File: config.mk
export PLATFORM = sky130hd
export DESIGN_NAME = fft_bfly_scheduler_flat
export DESIGN_NICKNAME = d
export VERILOG_FILES = /design/src/rtl/fft_bfly_scheduler_if.sv /design/src/rtl/fft_bfly_scheduler.sv /design/src/flat_wrapper.sv
export SDC_FILE = /design/constraint.sdc
export NUM_CORES = 1
export LEC_CHECK = 0
export ABC_AREA = 1
export CORE_MARGIN = 2
export CORE_UTILIZATION = 50
export DETAILED_ROUTE_END_ITERATION = 7
export DONT_BUFFER_PORTS = 1
export PLACE_DENSITY_LB_ADDON = 0.2
export REMOVE_ABC_BUFFERS = 1
export SLEW_MARGIN = 15
export SYNTH_ARGS = -nofsm -noshare
export SYNTH_HDL_FRONTEND = slang
export SYNTH_SLANG_ARGS = --single-unit
File: constraint.sdc
create_clock -name clk -period 3 [get_ports clk]
set_input_delay 0.3 -clock clk [delete_from_list [all_inputs] [get_ports clk]]
set_output_delay 0.3 -clock clk [all_outputs]
set_load 0.03 [all_outputs]
File: src/rtl/fft_bfly_scheduler_if.sv
// ----------------------------------------------------------------------------
// fft_bfly_scheduler_if
//
// Groups the control/bus signals of the radix-2 DIT FFT butterfly scheduler.
//
// Parameters
//   LOG2N  log2 of FFT size (address width of the sample RAM)
//   TW_AW  twiddle ROM address width
//
// Signals
//   start      begin a transform (only honoured while idle)
//   hold       datapath backpressure, freezes butterfly issue
//   rd_en      butterfly issue strobe
//   rd_addr_a  upper operand read address
//   rd_addr_b  lower operand read address
//   tw_addr    twiddle ROM address
//   tw_valid   rd_en delayed one cycle (aligned with ROM output)
//   wr_en      rd_en delayed by the butterfly latency
//   wr_addr_a  rd_addr_a delayed by the butterfly latency
//   wr_addr_b  rd_addr_b delayed by the butterfly latency
//   stage      current stage index
//   busy       transform in progress
//   done       single-cycle completion pulse
//   cycle_cnt  busy-cycle counter     (only with SCHED_PERF_CNT_EN)
//   hold_cnt   held-issue-cycle count (only with SCHED_PERF_CNT_EN)
//
// Modports
//   master  scheduler side (drives issue/write-back/status)
//   slave   controller/datapath side
//
// Optional feature macro: SCHED_PERF_CNT_EN
// ----------------------------------------------------------------------------
interface fft_bfly_scheduler_if #(
   parameter int LOG2N = 4,
   parameter int TW_AW = 5
);
   localparam int SW = (LOG2N > 1) ? $clog2(LOG2N) : 1;

   logic             start;
   logic             hold;
   logic             rd_en;
   logic [LOG2N-1:0] rd_addr_a;
   logic [LOG2N-1:0] rd_addr_b;
   logic [TW_AW-1:0] tw_addr;
   logic             tw_valid;
   logic             wr_en;
   logic [LOG2N-1:0] wr_addr_a;
   logic [LOG2N-1:0] wr_addr_b;
   logic [SW-1:0]    stage;
   logic             busy;
   logic             done;
`ifdef SCHED_PERF_CNT_EN
   logic [15:0]      cycle_cnt;
   logic [15:0]      hold_cnt;

   modport master (
      input  start, hold,
      output rd_en, rd_addr_a, rd_addr_b, tw_addr, tw_valid,
             wr_en, wr_addr_a, wr_addr_b, stage, busy, done,
             cycle_cnt, hold_cnt
   );

   modport slave (
      output start, hold,
      input  rd_en, rd_addr_a, rd_addr_b, tw_addr, tw_valid,
             wr_en, wr_addr_a, wr_addr_b, stage, busy, done,
             cycle_cnt, hold_cnt
   );
`else
   modport master (
      input  start, hold,
      output rd_en, rd_addr_a, rd_addr_b, tw_addr, tw_valid,
             wr_en, wr_addr_a, wr_addr_b, stage, busy, done
   );

   modport slave (
      output start, hold,
      input  rd_en, rd_addr_a, rd_addr_b, tw_addr, tw_valid,
             wr_en, wr_addr_a, wr_addr_b, stage, busy, done
   );
`endif

endinterface

File: src/rtl/fft_bfly_scheduler.sv
// ----------------------------------------------------------------------------
// fft_bfly_scheduler
//
// Sequences an in-place radix-2 DIT FFT over a 2^LOG2N-point working memory.
// One butterfly is issued per cycle (operand read addresses + twiddle ROM
// address); the matching write-back addresses come out BFLY_LAT cycles later.
// Between stages the issue is stalled until every in-flight butterfly of the
// stage has been written back, so the next stage never reads stale data.
//
// Parameters
//   LOG2N     log2 of FFT size N (N/2 butterflies per stage, LOG2N stages),
//             at least 2
//   BFLY_LAT  cycles from rd_en to butterfly result (ROM + datapath), >= 1
//   TW_AW     twiddle ROM address width, >= ceil(log2(LOG2N)) + LOG2N - 1
//
// Ports
//   clk   rising-edge clock
//   rst   synchronous active-high reset (aborts any transform)
//   bus   fft_bfly_scheduler_if.master: start/hold in, issue, write-back
//         and status out (see the interface file for the signal list)
//
// Optional feature macro: SCHED_PERF_CNT_EN
//   Adds 16-bit saturating cycle_cnt (busy cycles) and hold_cnt (held ISSUE
//   cycles); both clear on an accepted start.
// ----------------------------------------------------------------------------
module fft_bfly_scheduler #(
   parameter int LOG2N    = 4,
   parameter int BFLY_LAT = 3,
   parameter int TW_AW    = 5
) (
   input  logic                   clk,
   input  logic                   rst,
   fft_bfly_scheduler_if.master   bus
);

   localparam int SW = (LOG2N > 1) ? $clog2(LOG2N) : 1;
   // In-flight count never exceeds BFLY_LAT; one spare value of headroom.
   localparam int CW = $clog2(BFLY_LAT + 2);

   localparam logic [LOG2N-1:0] KLAST = LOG2N'((1 << (LOG2N - 1)) - 1);
   localparam logic [SW-1:0]    SLAST = SW'(LOG2N - 1);

   typedef enum logic [1:0] {
      IDLE,
      ISSUE,
      DRAIN,
      FIN
   } state_t;

   state_t           state;
   state_t           state_n;
   logic [LOG2N-1:0] k;
   logic [LOG2N-1:0] k_n;
   logic [SW-1:0]    s;
   logic [SW-1:0]    s_n;
   logic [CW-1:0]    infl;
   logic             issue;
   logic             busy;
   logic             drain_empty;

   logic [LOG2N-1:0] span;
   logic [LOG2N-1:0] pos;
   logic [LOG2N-1:0] grp;
   logic [LOG2N-1:0] addr_a;
   logic [LOG2N-1:0] addr_b;
   logic [TW_AW-1:0] tw;

   logic             en_pipe [BFLY_LAT];
   logic [LOG2N-1:0] a_pipe  [BFLY_LAT];
   logic [LOG2N-1:0] b_pipe  [BFLY_LAT];
   logic             tw_v;
   logic             wr_en;

   // -------------------------------------------------------------------------
   // Butterfly address generation for stage s, butterfly k.
   // Shifting grp by s and then by 1 avoids s+1 overflowing the SW-bit stage
   // index in the last stage.
   // -------------------------------------------------------------------------
   always_comb begin
      span   = LOG2N'(1) << s;
      pos    = k & (span - LOG2N'(1));
      grp    = k >> s;
      addr_a = ((grp << s) << 1) | pos;
      addr_b = addr_a + span;
      // Per-stage ROM layout: stage s occupies entries s*(N/2) .. s*(N/2)+N/2-1.
      tw     = (TW_AW'(s) << (LOG2N - 1)) + TW_AW'(k);
   end

   // The stage is drained once the only remaining butterfly (if any) is the
   // one being written back this cycle; no issue happens in DRAIN, so the
   // count can be tested without looking at rd_en.
   assign drain_empty = (infl == CW'(wr_en));

   // -------------------------------------------------------------------------
   // FSM: state register
   // -------------------------------------------------------------------------
   always_ff @(posedge clk) begin
      if (rst) begin
         state <= IDLE;
         k     <= '0;
         s     <= '0;
      end else begin
         state <= state_n;
         k     <= k_n;
         s     <= s_n;
      end
   end

   // -------------------------------------------------------------------------
   // FSM: next state and issue strobe
   // -------------------------------------------------------------------------
   always_comb begin
      state_n = state;
      k_n     = k;
      s_n     = s;
      issue   = 1'b0;
      unique case (state)
         IDLE: begin
            if (bus.start) begin
               state_n = ISSUE;
               k_n     = '0;
               s_n     = '0;
            end
         end
         ISSUE: begin
            if (!bus.hold) begin
               issue = 1'b1;
               if (k == KLAST) begin
                  state_n = DRAIN;
               end else begin
                  k_n = k + LOG2N'(1);
               end
            end
         end
         DRAIN: begin
            if (drain_empty) begin
               if (s == SLAST) begin
                  state_n = FIN;
               end else begin
                  s_n     = s + SW'(1);
                  k_n     = '0;
                  state_n = ISSUE;
               end
            end
         end
         FIN: begin
            state_n = IDLE;
         end
         default: begin
            state_n = IDLE;
         end
      endcase
   end

   assign busy = (state == ISSUE) || (state == DRAIN);

   // -------------------------------------------------------------------------
   // In-flight butterfly count: +1 on issue, -1 on write-back.
   // -------------------------------------------------------------------------
   always_ff @(posedge clk) begin
      if (rst) begin
         infl <= '0;
      end else begin
         infl <= infl + CW'(issue) - CW'(wr_en);
      end
   end

   // -------------------------------------------------------------------------
   // Write-back delay lines (BFLY_LAT deep) and twiddle-valid delay (1 deep)
   // -------------------------------------------------------------------------
   always_ff @(posedge clk) begin
      if (rst) begin
         for (int unsigned i = 0; i < BFLY_LAT; i++) begin
            en_pipe[i] <= 1'b0;
            a_pipe[i]  <= '0;
            b_pipe[i]  <= '0;
         end
         tw_v <= 1'b0;
      end else begin
         en_pipe[0] <= issue;
         a_pipe[0]  <= bus.rd_addr_a;
         b_pipe[0]  <= bus.rd_addr_b;
         for (int unsigned i = 1; i < BFLY_LAT; i++) begin
            en_pipe[i] <= en_pipe[i-1];
            a_pipe[i]  <= a_pipe[i-1];
            b_pipe[i]  <= b_pipe[i-1];
         end
         tw_v <= issue;
      end
   end

   assign wr_en = en_pipe[BFLY_LAT-1];

   // -------------------------------------------------------------------------
   // Outputs. Read/twiddle addresses are forced to zero outside ISSUE so that
   // everything reads 0 after reset; during hold they stay on the frozen k.
   // -------------------------------------------------------------------------
   assign bus.rd_en     = issue;
   assign bus.rd_addr_a = (state == ISSUE) ? addr_a : '0;
   assign bus.rd_addr_b = (state == ISSUE) ? addr_b : '0;
   assign bus.tw_addr   = (state == ISSUE) ? tw : '0;
   assign bus.tw_valid  = tw_v;
   assign bus.wr_en     = wr_en;
   assign bus.wr_addr_a = a_pipe[BFLY_LAT-1];
   assign bus.wr_addr_b = b_pipe[BFLY_LAT-1];
   assign bus.stage     = s;
   assign bus.busy      = busy;
   assign bus.done      = (state == FIN);

`ifdef SCHED_PERF_CNT_EN
   // -------------------------------------------------------------------------
   // Saturating performance counters; they keep their value after done so
   // software can read them back between transforms.
   // -------------------------------------------------------------------------
   logic [15:0] cycle_cnt;
   logic [15:0] hold_cnt;

   always_ff @(posedge clk) begin
      if (rst) begin
         cycle_cnt <= '0;
         hold_cnt  <= '0;
      end else if (state == IDLE && bus.start) begin
         cycle_cnt <= '0;
         hold_cnt  <= '0;
      end else begin
         if (busy && cycle_cnt != '1) begin
            cycle_cnt <= cycle_cnt + 16'd1;
         end
         if (state == ISSUE && bus.hold && hold_cnt != '1) begin
            hold_cnt <= hold_cnt + 16'd1;
         end
      end
   end

   assign bus.cycle_cnt = cycle_cnt;
   assign bus.hold_cnt  = hold_cnt;
`else
`endif

endmodule
File: src/flat_wrapper.sv
// flat-port wrapper written by rule: the top's interface ports become plain ports
module fft_bfly_scheduler_flat 
#(
   parameter int LOG2N    = 4,
   parameter int BFLY_LAT = 3,
   parameter int TW_AW    = 5
)
  (clk, rst, bus_start, bus_hold, bus_rd_en, bus_rd_addr_a, bus_rd_addr_b, bus_tw_addr, bus_tw_valid, bus_wr_en, bus_wr_addr_a, bus_wr_addr_b, bus_stage, bus_busy, bus_done);
  fft_bfly_scheduler_if #(.LOG2N(LOG2N), .TW_AW(TW_AW)) bus_i ();
  input  logic clk;
  input  logic rst;
  input wire logic [$bits(bus_i.start)-1:0] bus_start;
  input wire logic [$bits(bus_i.hold)-1:0] bus_hold;
  output wire logic [$bits(bus_i.rd_en)-1:0] bus_rd_en;
  output wire logic [$bits(bus_i.rd_addr_a)-1:0] bus_rd_addr_a;
  output wire logic [$bits(bus_i.rd_addr_b)-1:0] bus_rd_addr_b;
  output wire logic [$bits(bus_i.tw_addr)-1:0] bus_tw_addr;
  output wire logic [$bits(bus_i.tw_valid)-1:0] bus_tw_valid;
  output wire logic [$bits(bus_i.wr_en)-1:0] bus_wr_en;
  output wire logic [$bits(bus_i.wr_addr_a)-1:0] bus_wr_addr_a;
  output wire logic [$bits(bus_i.wr_addr_b)-1:0] bus_wr_addr_b;
  output wire logic [$bits(bus_i.stage)-1:0] bus_stage;
  output wire logic [$bits(bus_i.busy)-1:0] bus_busy;
  output wire logic [$bits(bus_i.done)-1:0] bus_done;
  assign bus_i.start = bus_start;
  assign bus_i.hold = bus_hold;
  assign bus_rd_en = bus_i.rd_en;
  assign bus_rd_addr_a = bus_i.rd_addr_a;
  assign bus_rd_addr_b = bus_i.rd_addr_b;
  assign bus_tw_addr = bus_i.tw_addr;
  assign bus_tw_valid = bus_i.tw_valid;
  assign bus_wr_en = bus_i.wr_en;
  assign bus_wr_addr_a = bus_i.wr_addr_a;
  assign bus_wr_addr_b = bus_i.wr_addr_b;
  assign bus_stage = bus_i.stage;
  assign bus_busy = bus_i.busy;
  assign bus_done = bus_i.done;
  fft_bfly_scheduler #(.LOG2N(LOG2N), .BFLY_LAT(BFLY_LAT), .TW_AW(TW_AW)) u_core (.clk(clk), .rst(rst), .bus(bus_i));
endmodule
After elaboration in Yosys (flattened, before gate mapping)
Memory sizes are Yosys's and may differ from the RTL's.
Index checks and enable logic that the tools add are counted.
- output and inout bits: 28
- memories: 3
- word-level logic and storage cells: 81
- input port bits: 4
- flip-flop bits (word level): 12
- memory bits (writable): 27
- reduce and logical (&&, ||, !) cells: 7
- $add $sub $neg: 7
- mux-type cells: 33
- shift-type cells: 3
- eq/ne operators: 12
- bitwise logic cells: 11
- memory list (memory ; words ; width ; read ports ; clocked after Yosys merged registers in ; wr ports ; RTL line ; text):
    u_core.a_pipe ; 3 ; 4 ; 3 ; 0 ; 3 ; fft_bfly_scheduler.sv:69 ; logic [LOG2N-1:0] a_pipe [BFLY_LAT];
    u_core.b_pipe ; 3 ; 4 ; 3 ; 0 ; 3 ; fft_bfly_scheduler.sv:70 ; logic [LOG2N-1:0] b_pipe [BFLY_LAT];
    u_core.en_pipe ; 3 ; 1 ; 3 ; 0 ; 3 ; fft_bfly_scheduler.sv:68 ; logic en_pipe [BFLY_LAT];
- operators with widths (kind ; number):
    2-to-1 mux 4 bit ; 13
    2-to-1 mux 2 bit ; 8
    one-hot mux 4 bit (3 select lines) ; 1
    OR 1 bit ; 9
    2-to-1 mux 1 bit ; 8
    inequality test 2 bit, second input constant ; 4
    one-hot mux 2 bit (4 select lines) ; 1
    AND reduction 4 bit ; 2
    equality test 2 bit, second input constant ; 3
    AND reduction 6 bit ; 1
    adder 5 x 4 -> 5 bit ; 1
    2-to-1 mux 5 bit ; 1
    adder 4 x 1 -> 4 bit, second input constant ; 1
    adder 4 bit ; 1
    AND 4 bit ; 1
    equality test 4 x 3 -> 1 bit, second input constant ; 1
    inequality test 2 x 1 -> 1 bit, second input constant ; 2
    OR 4 bit ; 1
    one-hot mux 2 bit (2 select lines) ; 1
    << shifter 1 x 2 -> 4 bit, first input constant ; 1
    << shifter 4 x 2 -> 3 bit ; 1
    >> shifter 4 x 2 -> 4 bit ; 1
    subtractor 4 x 1 -> 4 bit, second input constant ; 1
    adder 3 x 1 -> 3 bit ; 1
    other kinds (8) ; 8

Longest topological paths before layout
- depth in word-level cells: 7
- depth in mapped cells: 12
- mapped depth without buffers: 12

Worst setup path before layout
Ideal clock, no wire load.
- path type: reg-to-output
- from: reg u_core.s[0], in the netlist u_core.bus.stage[0]
- to: out bus_rd_addr_b[2]
- data arrival time: 2.563 ns
- slack: 0.137 ns
- data required time: 2.700 ns
- cell stages (with the launch flop): 11
- path through: dfxtp_1 > inv_1 > ha_1 > a21oi_1 > o21ai_1 > nand2_1 > inv_2 > fa_1 > inv_1 > nor2_1 > nor3_1
- word-level cells in the longest chain between the ends: 6
- elaborated cells on any way between the ends: 8
- those cells by class: 2 x add/sub; 3 x shift; 1 x mux; 2 x bitwise
- ends and longest elaborated chain (item ; RTL line ; text):
    from (decl) ; fft_bfly_scheduler.sv:54 ; logic [SW-1:0] s;
    from (signal assigned) ; fft_bfly_scheduler.sv:105 ; s <= s_n;
    << shifter 1 x 2 -> 4 bit ; fft_bfly_scheduler.sv:80 ; span = LOG2N'(1) << s;
    subtractor 4 x 1 -> 4 bit ; fft_bfly_scheduler.sv:81 ; pos = k & (span - LOG2N'(1));
    AND 4 bit ; fft_bfly_scheduler.sv:81 ;
    OR 4 bit ; fft_bfly_scheduler.sv:83 ; addr_a = ((grp << s) << 1) | pos;
    adder 4 bit * ; fft_bfly_scheduler.sv:84 ; addr_b = addr_a + span;
    2-to-1 mux 4 bit * ; fft_bfly_scheduler.sv:200 ; assign bus.rd_addr_b = (state == ISSUE) ? addr_b : '0;
    to (decl) ; flat_wrapper.sv:16 ; output wire logic [$bits(bus_i.rd_addr_b)-1:0] bus_rd_addr_b;
Mark *: on every way between the ends. The rest lies on a longest branch, timed or not.

Final worst setup path
- from: reg u_core.s[1], in the netlist u_core.bus.stage[1]
- to: out bus_rd_addr_b[3]
The elaborated chain is that of the path after synthesis.

==> metrics <==
total grt overflow 0; multi-input logic area ~870 µm²; vias in the first global route around 1,200; synthesized flop and latch total 38; Synth area leaders dfxtp_1, ha_1, inv_1; Hold/Removal Path Class in2reg; Worst Setup SP u_core.bus.stage[1]; # IOs 32; pwr dens around 860 nW/µm²; GRT met2 Usage ~26%; Post-Syn Area about 1900 µm²; H-tree depth 2; RR Endpoint u_core.infl[2]; Die X around 66 µm; setup TNS 0 ns; DP HPWL 2300 µm; run status complete, no violations; WL final around 3200 µm; Slew Limit Headroom ~57%; initial cell density of the core 52.3%; post-synth top area cell dfxtp_1; flip-flop and latch area 761 µm²; DRT antenna net count 0; commonest non-fill, non-tap cell in the layout inv_1; port buffer count 0; Post-CTS Setup Inserts 0; commonest non-fill, non-tap cells in the layout inv_1, nor2_1, dfxtp_1; met1 Usage GRT 21.4%; crit path capture type output pin; largest net degree at the start of global routing 37; fin util roughly 57%; Final Net Count 270; Fill cells 347; crit path DAT between 2 and 2.5 ns; Final Setup Violations 0; fmax 371 MHz; initial antenna violation count 0; Layout Skew about 0.0056 ns; First-pass DRT Iterations 4; CTS Hold Buffers Added 0; Worst-Skew Late Latency around 0.29 ns; leak pwr just over 0.9 nW; synth unique cells 31; sequential area share after synthesis just under 40%; CTS tree built; layout cells sized above 1 13.3%; detailed router's first-iteration violation count 62; Synth Instances approximately 250; Vias/cell 4.61; clk sink count 38; via count 1,370; CP Class reg2out; die area about 4300 µm²; GR peak layer met2; Avg WL per Cell between 10 and 15 µm; Overall Global Routing Usage between 15 and 20%; TritonCTS Buffers 5; RSZ-0062 raised after global routing no; Tcrit/Tclk final 89.9%; Root Buffer Master clkbuf_8; Max rail drop VDD 0.333 mV; cell area after placement 1930 µm²; type of origin of the critical path register; Reg2Reg Setup Slack ~0.88 ns; post-route cell area around 2100 µm²; total core area between 3000 and 4000 µm²; DRC 0; path depth of the worst reg2reg path 12; Layout area overhead 8.31%; Longest Clk Path Bufs 2; GRT met3 Usage 4.94%; PostCTS Resize Cnt 0; Max Cap Viol 0; Fin. Hold Viols 0; GPL Wtd Cong a little over 0.8; Crit Path Max Fanout 8; critical path required time ~2.7 ns; Final min period 2.70 ns; Syn Area/Cell between 7 and 8 µm²; clk slew on worst S/H paths about 0.080 ns; first-pass GRT wire length 5430 µm; Synth top area share between 30% and 40%; Yosys warning count 0; Worst Setup EP bus_rd_addr_b[3]; Max Slew Vio Count 0; Ant. Diodes 0; Rows 22; Die Height around 66 µm; worst-margin pin slew ~0.65 ns; r2r startpoint u_core.state[1]
## state kept, by name, indices dropped and copies added, names as in the netlist
signal,count
u_core.a_pipe,12
u_core.b_pipe,12
u_core.k,4
u_core.en_pipe,3
u_core.infl,3
u_core.bus.stage,2
u_core.state,2
## metal layers
layer	up-vias	part of all wire [%]	routed length (µm)
li1	743	-	-
met1	596	49	1570
met2	23	45	1420
met3	8	4.3	139
met4	0	2.0	63
met5	-	0	0
## critical path, stage by stage, from the launching register on
cell and delay (ns):
dfxtp_1 0.48, inv_1 0.14, ha_1 0.23, inv_1 0.12
a21oi_1 0.07, o21ai_1 0.07, nand2_1 0.09, ha_1 0.19
a21oi_1 0.17, xor2_1 0.19, nand2_1 0.07, nand2_1 0.07
nor2_1 0.04, buf_4 0.16
## worst min path at each step
stage / from / endpoint / slack [ns] / depth (start not counted)
after floorplan: rst / u_core.k[1] / 0.37 / 1
after global placement: rst / u_core.k[1] / 0.37 / 1
after detailed placement: rst / u_core.k[1] / 0.37 / 1
after CTS: rst / u_core.k[1] / 0.06 / 1
after global routing: rst / u_core.k[1] / 0.05 / 1
final: rst / u_core.k[1] / 0.07 / 1
## cell type report
class | count | share of cell area (%)
Clock buffer | 5 | 3.32
Clock inverter | 3 | 3.32
Inverter | 50 | 9.06
Multi-Input combinational cell | 145 | 41.8
Sequential cell | 38 | 36.7
Tap cell | 48 | 2.90
Timing Repair Buffer | 8 | 2.90
## where the power goes
| part | leakage (nW) | switching, W | internal [W] | total [W] |
|---|---|---|---|---|
| registers | 0.308 | 0.0000599 | 0.000565 | 0.000625 |
| clock network | 0.0683 | 0.000181 | 0.000333 | 0.000514 |
| logic | 0.560 | 0.000430 | 0.000218 | 0.000648 |
| total | 0.936 | 0.000670 | 0.00112 | 0.00179 |
## metrics by stage
step                      setup WS, ns  hold WS [ns]  cells  power, W
after detailed placement         0.611         0.373    289   0.00129
final                            0.304        0.0738    297   0.00179
after CTS                        0.279        0.0608    297   0.00181
after global placement           0.644         0.372    289   0.00128
after floorplan                  0.137         0.367    233   0.00115
after global routing            0.0132        0.0530    297   0.00191
## cells by family (layout without fill, tap and decap cells)
| family | count (synthesis) | after routing | synth area share [%] |
|---|---|---|---|
| flops | 38 | 38 | 39.8 |
| xor+xnor | 2 | 2 | 0.916 |
| buf+inv | 65 | 66 | 15.0 |
| other cells | 1 | 1 | 0.196 |
| fa+ha+maj | 18 | 18 | 12.6 |
| simple gates | 106 | 106 | 26.5 |
| compound gates | 18 | 18 | 5.10 |
## cell usage after synthesis
library cell,n
inv_1,46
nor2_1,39
dfxtp_1,38
nand2_1,34
ha_1,16
a21oi_1,10
buf_4,9
nand3_1,8
nor3_1,6
nand4_1,5
o21ai_1,5
inv_2,4
clkbuf_1,3
nand3_2,3
nor2_2,3
fa_1,2
nand2_2,2
xor2_1,2
a21boi_2,1
and2_4,1
buf_1,1
buf_2,1
buf_6,1
conb_1,1
nand2_8,1
nand3_4,1
nor2_4,1
nor4_1,1
o21ai_0,1
o22ai_1,1
or2_1,1
Note: power is estimated with default switching activity, not from simulation.
